[src/rtl/sound_mixer_if.sv]
// Sample-request / mixed-sample bundle between a mixer client (master) and sound_mixer (slave).
interface sound_mixer_if #(
    parameter int NUM_CH  = 4,
    parameter int LEVEL_W = 4,
    parameter int OUT_W   = 16
);
    logic                      strobe;
    logic [NUM_CH*LEVEL_W-1:0] ch_levels;
    logic [NUM_CH-1:0]         so1_enable;
    logic [NUM_CH-1:0]         so2_enable;
    logic [2:0]                so1_output_level;
    logic [2:0]                so2_output_level;
    logic                      master_sound_enable;
    logic [OUT_W-1:0]          left_sample;
    logic [OUT_W-1:0]          right_sample;
    logic                      sample_valid;
    logic                      busy;
    logic [7:0]                overrun_count;

    modport master (
        output strobe, ch_levels, so1_enable, so2_enable,
               so1_output_level, so2_output_level, master_sound_enable,
        input  left_sample, right_sample, sample_valid, busy, overrun_count
    );

    modport slave (
        input  strobe, ch_levels, so1_enable, so2_enable,
               so1_output_level, so2_output_level, master_sound_enable,
        output left_sample, right_sample, sample_valid, busy, overrun_count
    );
endinterface

[src/rtl/sound_mixer.sv]
// Sequential stereo mixer: snapshot, accumulate one channel per clock, scale, emit.
// Optional macro SOUND_MIXER_OVERRUN_COUNT_EN enables counting of strobes dropped while busy.
module sound_mixer #(
    parameter int NUM_CH  = 4,
    parameter int LEVEL_W = 4,
    parameter int OUT_W   = 16
) (
    input logic          ac97_bitclk,
    input logic          reset_b,
    sound_mixer_if.slave mix
);
    localparam int CLOG     = (NUM_CH > 1) ? $clog2(NUM_CH) : 1;
    localparam int ACC_W    = LEVEL_W + CLOG;
    localparam int SCALED_W = ACC_W + 3;
    localparam int SHIFT    = OUT_W - SCALED_W;
    localparam logic [OUT_W-1:0] MSB = {1'b1, {(OUT_W-1){1'b0}}};

    typedef enum logic [1:0] {IDLE, ACCUM, SCALE, DONE} state_t;

    state_t                           state;
    logic [NUM_CH-1:0][LEVEL_W-1:0]   lvl_q;
    logic [1:0][NUM_CH-1:0]           en_q;
    logic [1:0][2:0]                  gain_q;
    logic                             master_q;
    logic [CLOG-1:0]                  idx;
    logic [1:0][ACC_W-1:0]            acc;
    logic [1:0][ACC_W-1:0]            acc_add;
    logic [1:0][SCALED_W-1:0]         scaled;
    logic [1:0][OUT_W-1:0]            sample_d;
    logic [OUT_W-1:0]                 left_q, right_q;
    logic                             valid_q, busy_q;

    // Side 0 is SO1/left, side 1 is SO2/right.
    for (genvar s = 0; s < 2; s++) begin : g_side
        assign acc_add[s]  = en_q[s][idx] ? ACC_W'(lvl_q[idx]) : '0;
        // Left-align the unsigned magnitude, then flip the MSB: offset binary -> two's complement.
        assign sample_d[s] = master_q ? ((OUT_W'(scaled[s]) << SHIFT) ^ MSB) : '0;
    end

    always_ff @(posedge ac97_bitclk or negedge reset_b) begin
        if (!reset_b) begin
            state    <= IDLE;
            lvl_q    <= '0;
            en_q     <= '0;
            gain_q   <= '0;
            master_q <= 1'b0;
            idx      <= '0;
            acc      <= '0;
            scaled   <= '0;
            left_q   <= '0;
            right_q  <= '0;
            valid_q  <= 1'b0;
            busy_q   <= 1'b0;
        end else begin
            valid_q <= 1'b0;
            case (state)
                IDLE: begin
                    if (mix.strobe) begin
                        lvl_q    <= mix.ch_levels;
                        en_q     <= {mix.so2_enable, mix.so1_enable};
                        gain_q   <= {mix.so2_output_level, mix.so1_output_level};
                        master_q <= mix.master_sound_enable;
                        acc      <= '0;
                        idx      <= '0;
                        busy_q   <= 1'b1;
                        state    <= ACCUM;
                    end
                end
                ACCUM: begin
                    for (int s = 0; s < 2; s++) acc[s] <= acc[s] + acc_add[s];
                    if (idx == CLOG'(NUM_CH - 1)) state <= SCALE;
                    else                          idx   <= idx + 1'b1;
                end
                SCALE: begin
                    for (int s = 0; s < 2; s++)
                        scaled[s] <= SCALED_W'(acc[s]) * (SCALED_W'(gain_q[s]) + SCALED_W'(1));
                    state <= DONE;
                end
                DONE: begin
                    left_q  <= sample_d[0];
                    right_q <= sample_d[1];
                    valid_q <= 1'b1;
                    busy_q  <= 1'b0;
                    state   <= IDLE;
                end
                default: state <= IDLE;
            endcase
        end
    end

`ifdef SOUND_MIXER_OVERRUN_COUNT_EN
    logic [7:0] ovr_q;

    always_ff @(posedge ac97_bitclk or negedge reset_b) begin
        if (!reset_b)                                        ovr_q <= '0;
        else if (mix.strobe && state != IDLE && ovr_q != 8'hFF) ovr_q <= ovr_q + 8'd1;
    end

    assign mix.overrun_count = ovr_q;
`else
    assign mix.overrun_count = 8'd0;
`endif

    assign mix.left_sample  = left_q;
    assign mix.right_sample = right_q;
    assign mix.sample_valid = valid_q;
    assign mix.busy         = busy_q;
endmodule

[src/flat_wrapper.sv]
// flat-port wrapper written by rule: the top's interface ports become plain ports
module sound_mixer_flat 
#(
    parameter int NUM_CH  = 4,
    parameter int LEVEL_W = 4,
    parameter int OUT_W   = 16
)
  (ac97_bitclk, reset_b, mix_strobe, mix_ch_levels, mix_so1_enable, mix_so2_enable, mix_so1_output_level, mix_so2_output_level, mix_master_sound_enable, mix_left_sample, mix_right_sample, mix_sample_valid, mix_busy, mix_overrun_count);
  sound_mixer_if #(.NUM_CH(NUM_CH), .LEVEL_W(LEVEL_W), .OUT_W(OUT_W)) mix_i ();
  input logic ac97_bitclk;
  input logic reset_b;
  input wire logic [$bits(mix_i.strobe)-1:0] mix_strobe;
  input wire logic [$bits(mix_i.ch_levels)-1:0] mix_ch_levels;
  input wire logic [$bits(mix_i.so1_enable)-1:0] mix_so1_enable;
  input wire logic [$bits(mix_i.so2_enable)-1:0] mix_so2_enable;
  input wire logic [$bits(mix_i.so1_output_level)-1:0] mix_so1_output_level;
  input wire logic [$bits(mix_i.so2_output_level)-1:0] mix_so2_output_level;
  input wire logic [$bits(mix_i.master_sound_enable)-1:0] mix_master_sound_enable;
  output wire logic [$bits(mix_i.left_sample)-1:0] mix_left_sample;
  output wire logic [$bits(mix_i.right_sample)-1:0] mix_right_sample;
  output wire logic [$bits(mix_i.sample_valid)-1:0] mix_sample_valid;
  output wire logic [$bits(mix_i.busy)-1:0] mix_busy;
  output wire logic [$bits(mix_i.overrun_count)-1:0] mix_overrun_count;
  assign mix_i.strobe = mix_strobe;
  assign mix_i.ch_levels = mix_ch_levels;
  assign mix_i.so1_enable = mix_so1_enable;
  assign mix_i.so2_enable = mix_so2_enable;
  assign mix_i.so1_output_level = mix_so1_output_level;
  assign mix_i.so2_output_level = mix_so2_output_level;
  assign mix_i.master_sound_enable = mix_master_sound_enable;
  assign mix_left_sample = mix_i.left_sample;
  assign mix_right_sample = mix_i.right_sample;
  assign mix_sample_valid = mix_i.sample_valid;
  assign mix_busy = mix_i.busy;
  assign mix_overrun_count = mix_i.overrun_count;
  sound_mixer #(.NUM_CH(NUM_CH), .LEVEL_W(LEVEL_W), .OUT_W(OUT_W)) u_core (.ac97_bitclk(ac97_bitclk), .reset_b(reset_b), .mix(mix_i));
endmodule
[config.mk]
export PLATFORM = sky130hd
export DESIGN_NAME = sound_mixer_flat
export DESIGN_NICKNAME = d
export VERILOG_FILES = /design/src/rtl/sound_mixer_if.sv /design/src/rtl/sound_mixer.sv /design/src/flat_wrapper.sv
export SDC_FILE = /design/constraint.sdc
export NUM_CORES = 1
export LEC_CHECK = 0
export BUFFER_PORTS_ARGS = -buffer_cell sky130_fd_sc_hd__buf_2
export CAP_MARGIN = 20
export CORE_MARGIN = 4
export CORE_UTILIZATION = 62
export CTS_CLUSTER_SIZE = 8
export DETAILED_ROUTE_END_ITERATION = 7
export PLACE_DENSITY = 0.85
export REMOVE_ABC_BUFFERS = 1
export SLEW_MARGIN = 20
export SYNTH_ARGS = -nofsm -noshare
export SYNTH_HDL_FRONTEND = slang
export SYNTH_SLANG_ARGS = --single-unit
[constraint.sdc]
create_clock -name ac97_bitclk -period 8.8 [get_ports ac97_bitclk]
set_input_delay 1.76 -clock ac97_bitclk [delete_from_list [all_inputs] [get_ports ac97_bitclk]]
set_output_delay 1.76 -clock ac97_bitclk [all_outputs]
set_load 0.03 [all_outputs]
**Word-level counts from Yosys, hierarchy flattened**

Cells that the tools add are included.
Widths: inputs -> output; s select.

- Register bits after elaboration: 99
- Word-level logic and storage cells: 65
- Output and inout bits: 42
- Input port bits: 34

- Order comparisons: 1
- Equality and inequality tests: 7
- Multiplexer cells: 21
- $add $sub $neg: 5
- $mul: 2
- Reduce and logical (&&, ||, !) cells: 8
- Bitwise logic cells: 2

Operator list:

| operator | count |
|---|---|
| $mux 16 | 2 |
| $pmux 12 s2 | 1 |
| $mul 6x9->9 | 2 |
| $add 6x6->6 | 2 |
| $mux 12 | 1 |
| $mux 4 | 3 |
| $add 3x1->4 const B | 2 |
| $bmux 4 s2 | 1 |
| $mux 2 | 4 |
| $pmux 2 s4 | 1 |
| $reduce_and 2->1 | 4 |
| $eq 2x2->1 const B | 3 |
| $bmux 1 s2 | 2 |
| $mux 1 | 4 |
| $ne 2x2->1 const B | 2 |
| $pmux 2 s2 | 1 |
| $reduce_bool 2->1 | 2 |
| $lt 2x3->1 const B | 1 |
| $reduce_and 3->1 | 1 |
| $add 2x1->2 const B | 1 |
| $eq 2x1->1 const B | 1 |
| $logic_not 2->1 | 1 |
| $ne 2x1->1 const B | 1 |
| $not 1->1 | 2 |
| $pmux 1 s2 | 1 |

**Depth between registers and ports, before layout**

- Depth in word-level cells: 5
- Gate-level depth with buffers: 12
- Mapped depth without buffers: 12

**Worst setup path after synthesis**

No wires, ideal clock.

- Kind: register to register
- Start point: reg u_core.gain_q[0] (netlist bit)
- End point: reg u_core.scaled[8] (netlist bit)
- Path slack: 5.507 ns
- Setup time: 0.124 ns
- Data arrival time: 3.169 ns
- Data required time: 8.676 ns
- Cell stages (with the launch flop): 11
- Buffers on the path: 0
- Period minus slack after synthesis: 3.293 ns
- Cell sequence: dfrtp_1 > ha_1 > xor2_1 > nand2_1 > fa_1 > fa_1 > fa_1 > nor2b_1 > o2111ai_1 > and4_1 > a211o_1

- Longest elaborated chain between the ends: 2

Ends and longest elaborated chain:

| item | RTL line | text |
|---|---|---|
| start, declared | sound_mixer.sv:23 | `logic [1:0][2:0] gain_q;` |
| start signal, assigned | sound_mixer.sv:61 | `gain_q <= {mix.so2_output_level, mix.so1_output_level};` |
| $add 3x1->4 | sound_mixer.sv:76 | `scaled[s] <= SCALED_W'(acc[s]) * (SCALED_W'(gain_q[s]) + SCALED_W'(1));` |
| $mul 6x9->9 | sound_mixer.sv:76 |  |
| end signal, assigned by index | sound_mixer.sv:76 |  |
| end, declared | sound_mixer.sv:28 | `logic [1:0][SCALED_W-1:0] scaled;` |

No other way between the ends.
A chain may end at the register's enable or synchronous reset.

**Final worst setup path**

- Start point: reg u_core.gain_q[3] (netlist bit)
- End point: reg u_core.scaled[16] (netlist bit)

The elaborated chain is that of the path after synthesis.

==> run metrics <==
status finished clean; Iteration-0 DRC Markers about 120; Max VDD drop approximately 0.18 mV; DRC violations left 0; Mean Syn Cell Area about 11 um^2; share of layout cells above drive strength 1 a little over a fifth; CORE AREA between 8000 and 9000 um^2; max frequency ~0.27 GHz; # hold bufs at CTS 0; global routing's busiest layer met2; drt via density roughly 5.6; Ys Warns 0; flops & latches, synth 85; P_leak between 2 and 3 nW; Pre-Repair DR Iteration Count 4; Clock Power Share ~15%; cell internal pwr 1.12 mW; # rows 33; unrepaired setup endpoints after global routing no; Post-Synthesis Cell Area roughly 5300 um^2; Worst setup EP type flip-flop; GRT Total Usage a little over a fifth; ys async rst share 100%; Slew @ Worst Pin about 0.95 ns; Die Ht 100 um; Slew headroom around 37%; Max clock buf depth 2; final period utilization about two fifths; worst-path cell chain ha_1 > xor2_1 > nand2_1 > fa_1 > fa_1 > inv_1 > ha_1 > a21oi_1 > o21ai_0 > a2111o_1 > o311ai_0; Max Slew Vio Count 0; slowest CP cell fa_1; pin count of the biggest net entering global routing 58; crit path max fanout 10; CP bufs+invs 1; CTS tree done; GRT met3 Usage ~3.9%; DR WL/cell roughly 16 um; Port Buffer Count between 50 and 60; P per Cell Area roughly 340 nW/um^2; Filler Cells Inserted 633; Seq/Total Area, Yosys 40.2%; clk_lat worst skew around 0.35 ns; grt met1 use roughly 25%; Die W between 100 and 150 um; nets@finish roughly 640; Hold Vio Cnt, Final 0; Worst Skew approximately 0.0087 ns; main flop type after synthesis dfrtp_1; sw frac between 40% and 50%; TritonCTS Sinks 85; WP data required 9.04 ns; Hold Path Class reg -> reg; Yosys top cell area share between 40% and 50%; H-tree levels 3; initial core utilization approximately 64%; CP arrival roughly 3.9 ns; Num CTS Buffers 9; critical path class reg -> reg; crit path time final around 3.7 ns; Routed Antenna Nets 0; die area 10100 um^2; hold path depth 1; CP startpoint kind flip-flop; # diodes 0; # placed instances between 600 and 700; final setup TNS 0 ns; # setup viols final 0; first-pass GRT wire length about 18000 um; Net Sw Power 830 uW; Area contributors post-synth dfrtp_1 (40%), ha_1 (9.2%), mux2_2 (8.5%), fa_1 (6.8%), inv_1 (3.6%); Routed WL approximately 10000 um; Comb pwr share approximately half; post-synth top area cell dfrtp_1; Root Driver clkbuf_8; Post-synth EDFFs 0; met2 usage about two fifths; post-CTS sizing 0; via count approximately 3700; number of global-route vias before repair just under 4000; Post-CTS Setup Bufs 0; Max Cap Viol 0; Syn Inst Count 498; antenna violations before repair 0; Critical Path Stages 11; total gr overflow 0; area delta synth->final 8.98%; Non-Filler Instances between 600 and 700; distinct cell type count after synthesis 43; Largest delay share family, worst path adder cells; Flop pwr share 35.8%; reg2reg path depth 11; Crit path largest cell delay roughly 0.60 ns; DP HPWL 7670 um; gpl congestion 0.879; Reg clk slew, reported paths roughly 0.09 ns; IO Count 76
## worst paths after layout
check,startpoint,to,slack (ns)
min in group asynchronous,reset_b,u_core.scaled[15]$_DFFE_PN0P_,1.30
hold reg to reg,u_core.scaled[8]$_DFFE_PN0P_,u_core.mix.left_sample[15]$_DFFE_PN0P_,0.45
setup reg to reg,u_core.gain_q[3]$_DFFE_PN0P_,u_core.scaled[16]$_DFFE_PN0P_,5.12
hold / removal,u_core.scaled[8]$_DFFE_PN0P_,u_core.mix.left_sample[15]$_DFFE_PN0P_,0.45
max in group asynchronous,reset_b,u_core.idx[0]$_DFFE_PN0P_,6.45
setup / recovery,u_core.gain_q[3]$_DFFE_PN0P_,u_core.scaled[16]$_DFFE_PN0P_,5.12
## state kept, by name, summed over array words and instances, names as in the netlist, 2 cells and up
name,count
u_core.acc,12
u_core.en_q,8
u_core.gain_q,6
u_core.idx,2
u_core.lvl_q,16
u_core.mix.left_sample,9
u_core.mix.right_sample,9
u_core.scaled,18
u_core.state,2
## stage by stage
stage / worst slack (ns) / area, um^2 / power [mW] / hold WS [ns] / util, %
after global placement: 5.40 / 5560 / 1.60 / 0.445 / 67.3
after CTS: 5.16 / 5770 / 1.96 / 0.452 / 69.9
after global routing: 4.91 / 5770 / 2.11 / 0.468 / 69.9
after detailed placement: 5.19 / 5560 / 1.67 / 0.443 / 67.3
after floorplan: 5.51 / 5150 / 1.40 / 0.424 / -
final: 5.12 / 5770 / 1.95 / 0.449 / 69.9
## area by class of cell
type / instances / area (um^2) / share of cell area [%]
multi-input combinational: 346 / 2830 / 49.0
sequential: 85 / 2130 / 36.9
timing repair buffer: 55 / 283 / 4.90
inverter: 51 / 191 / 3.32
clock buffer: 10 / 138 / 2.38
tap: 105 / 131 / 2.28
clock inverter: 6 / 71.3 / 1.24
## logic make-up after synthesis
family | after synthesis | synth area share, %
AOI/OAI and AO/OA | 87 | 10.5
xor gates and xnor gates | 14 | 2.32
adders and majority gates | 57 | 16.0
buffers and inverters | 88 | 7.94
DFF | 85 | 40.2
muxes | 47 | 11.3
other | 1 | 0.0708
and+or+nand+nor | 119 | 11.7
## cells in the final DEF, fill, tap and decap left out, types with 2 or more instances in the layout
cell and instances:
nand2b_1 8, a22o_1 7, clkinv_4 2, clkinvlp_4 2
nand3_1 17, a211oi_1 2, o22ai_1 2, and3_1 2
nor3_1 3, mux4_2 6, and4_1 2, dfrtp_1 85
nand3b_1 2, nor2b_1 9, o31ai_1 2, fa_1 18
nand4_1 2, and2_1 28, buf_4 3, conb_1 22
o21a_1 6, a211o_1 4, or3_1 4, xnor2_1 6
nor2_1 9, buf_2 52, o2111ai_1 2, a21o_1 8
o21ai_0 29, xor2_1 8, inv_1 51, ha_1 38
nand2_1 33, mux2_2 40, a21oi_1 18, clkbuf_8 10
## per-layer routing
layer	vias up	share of wire [%]
met5	-	0
met4	0	1.7
met3	17	4.5
met2	85	52
met1	1797	41
li1	1755	-
## worst reg2reg max path: stages (launching register included)
cell and delay, ns:
dfrtp_1 0.49, ha_1 0.26, xor2_1 0.32, nand2_1 0.13, fa_1 0.49, fa_1 0.60
inv_1 0.06, ha_1 0.30, a21oi_1 0.19, o21ai_0 0.17, a2111o_1 0.44, o311ai_0 0.12
## power groups by stage
stage	clock network (mW)	logic (mW)	registers [mW]
after floorplan	0	0.669	0.735
after global placement	0	0.908	0.690
after detailed placement	0	0.962	0.705
after CTS	0.295	0.971	0.698
after global routing	0.309	1.08	0.721
final	0.290	0.964	0.698
## synth_stat cells, types with 9 or more instances
library cell	count
fa_1	18
ha_1	39
nand2_1	33
nor2b_1	9
buf_4	22
a21oi_1	18
inv_1	51
nor2_1	9
and2_1	28
nand3_1	17
dfrtp_1	85
o21ai_0	29
mux2_2	40
(Power assumes the default switching activity.)
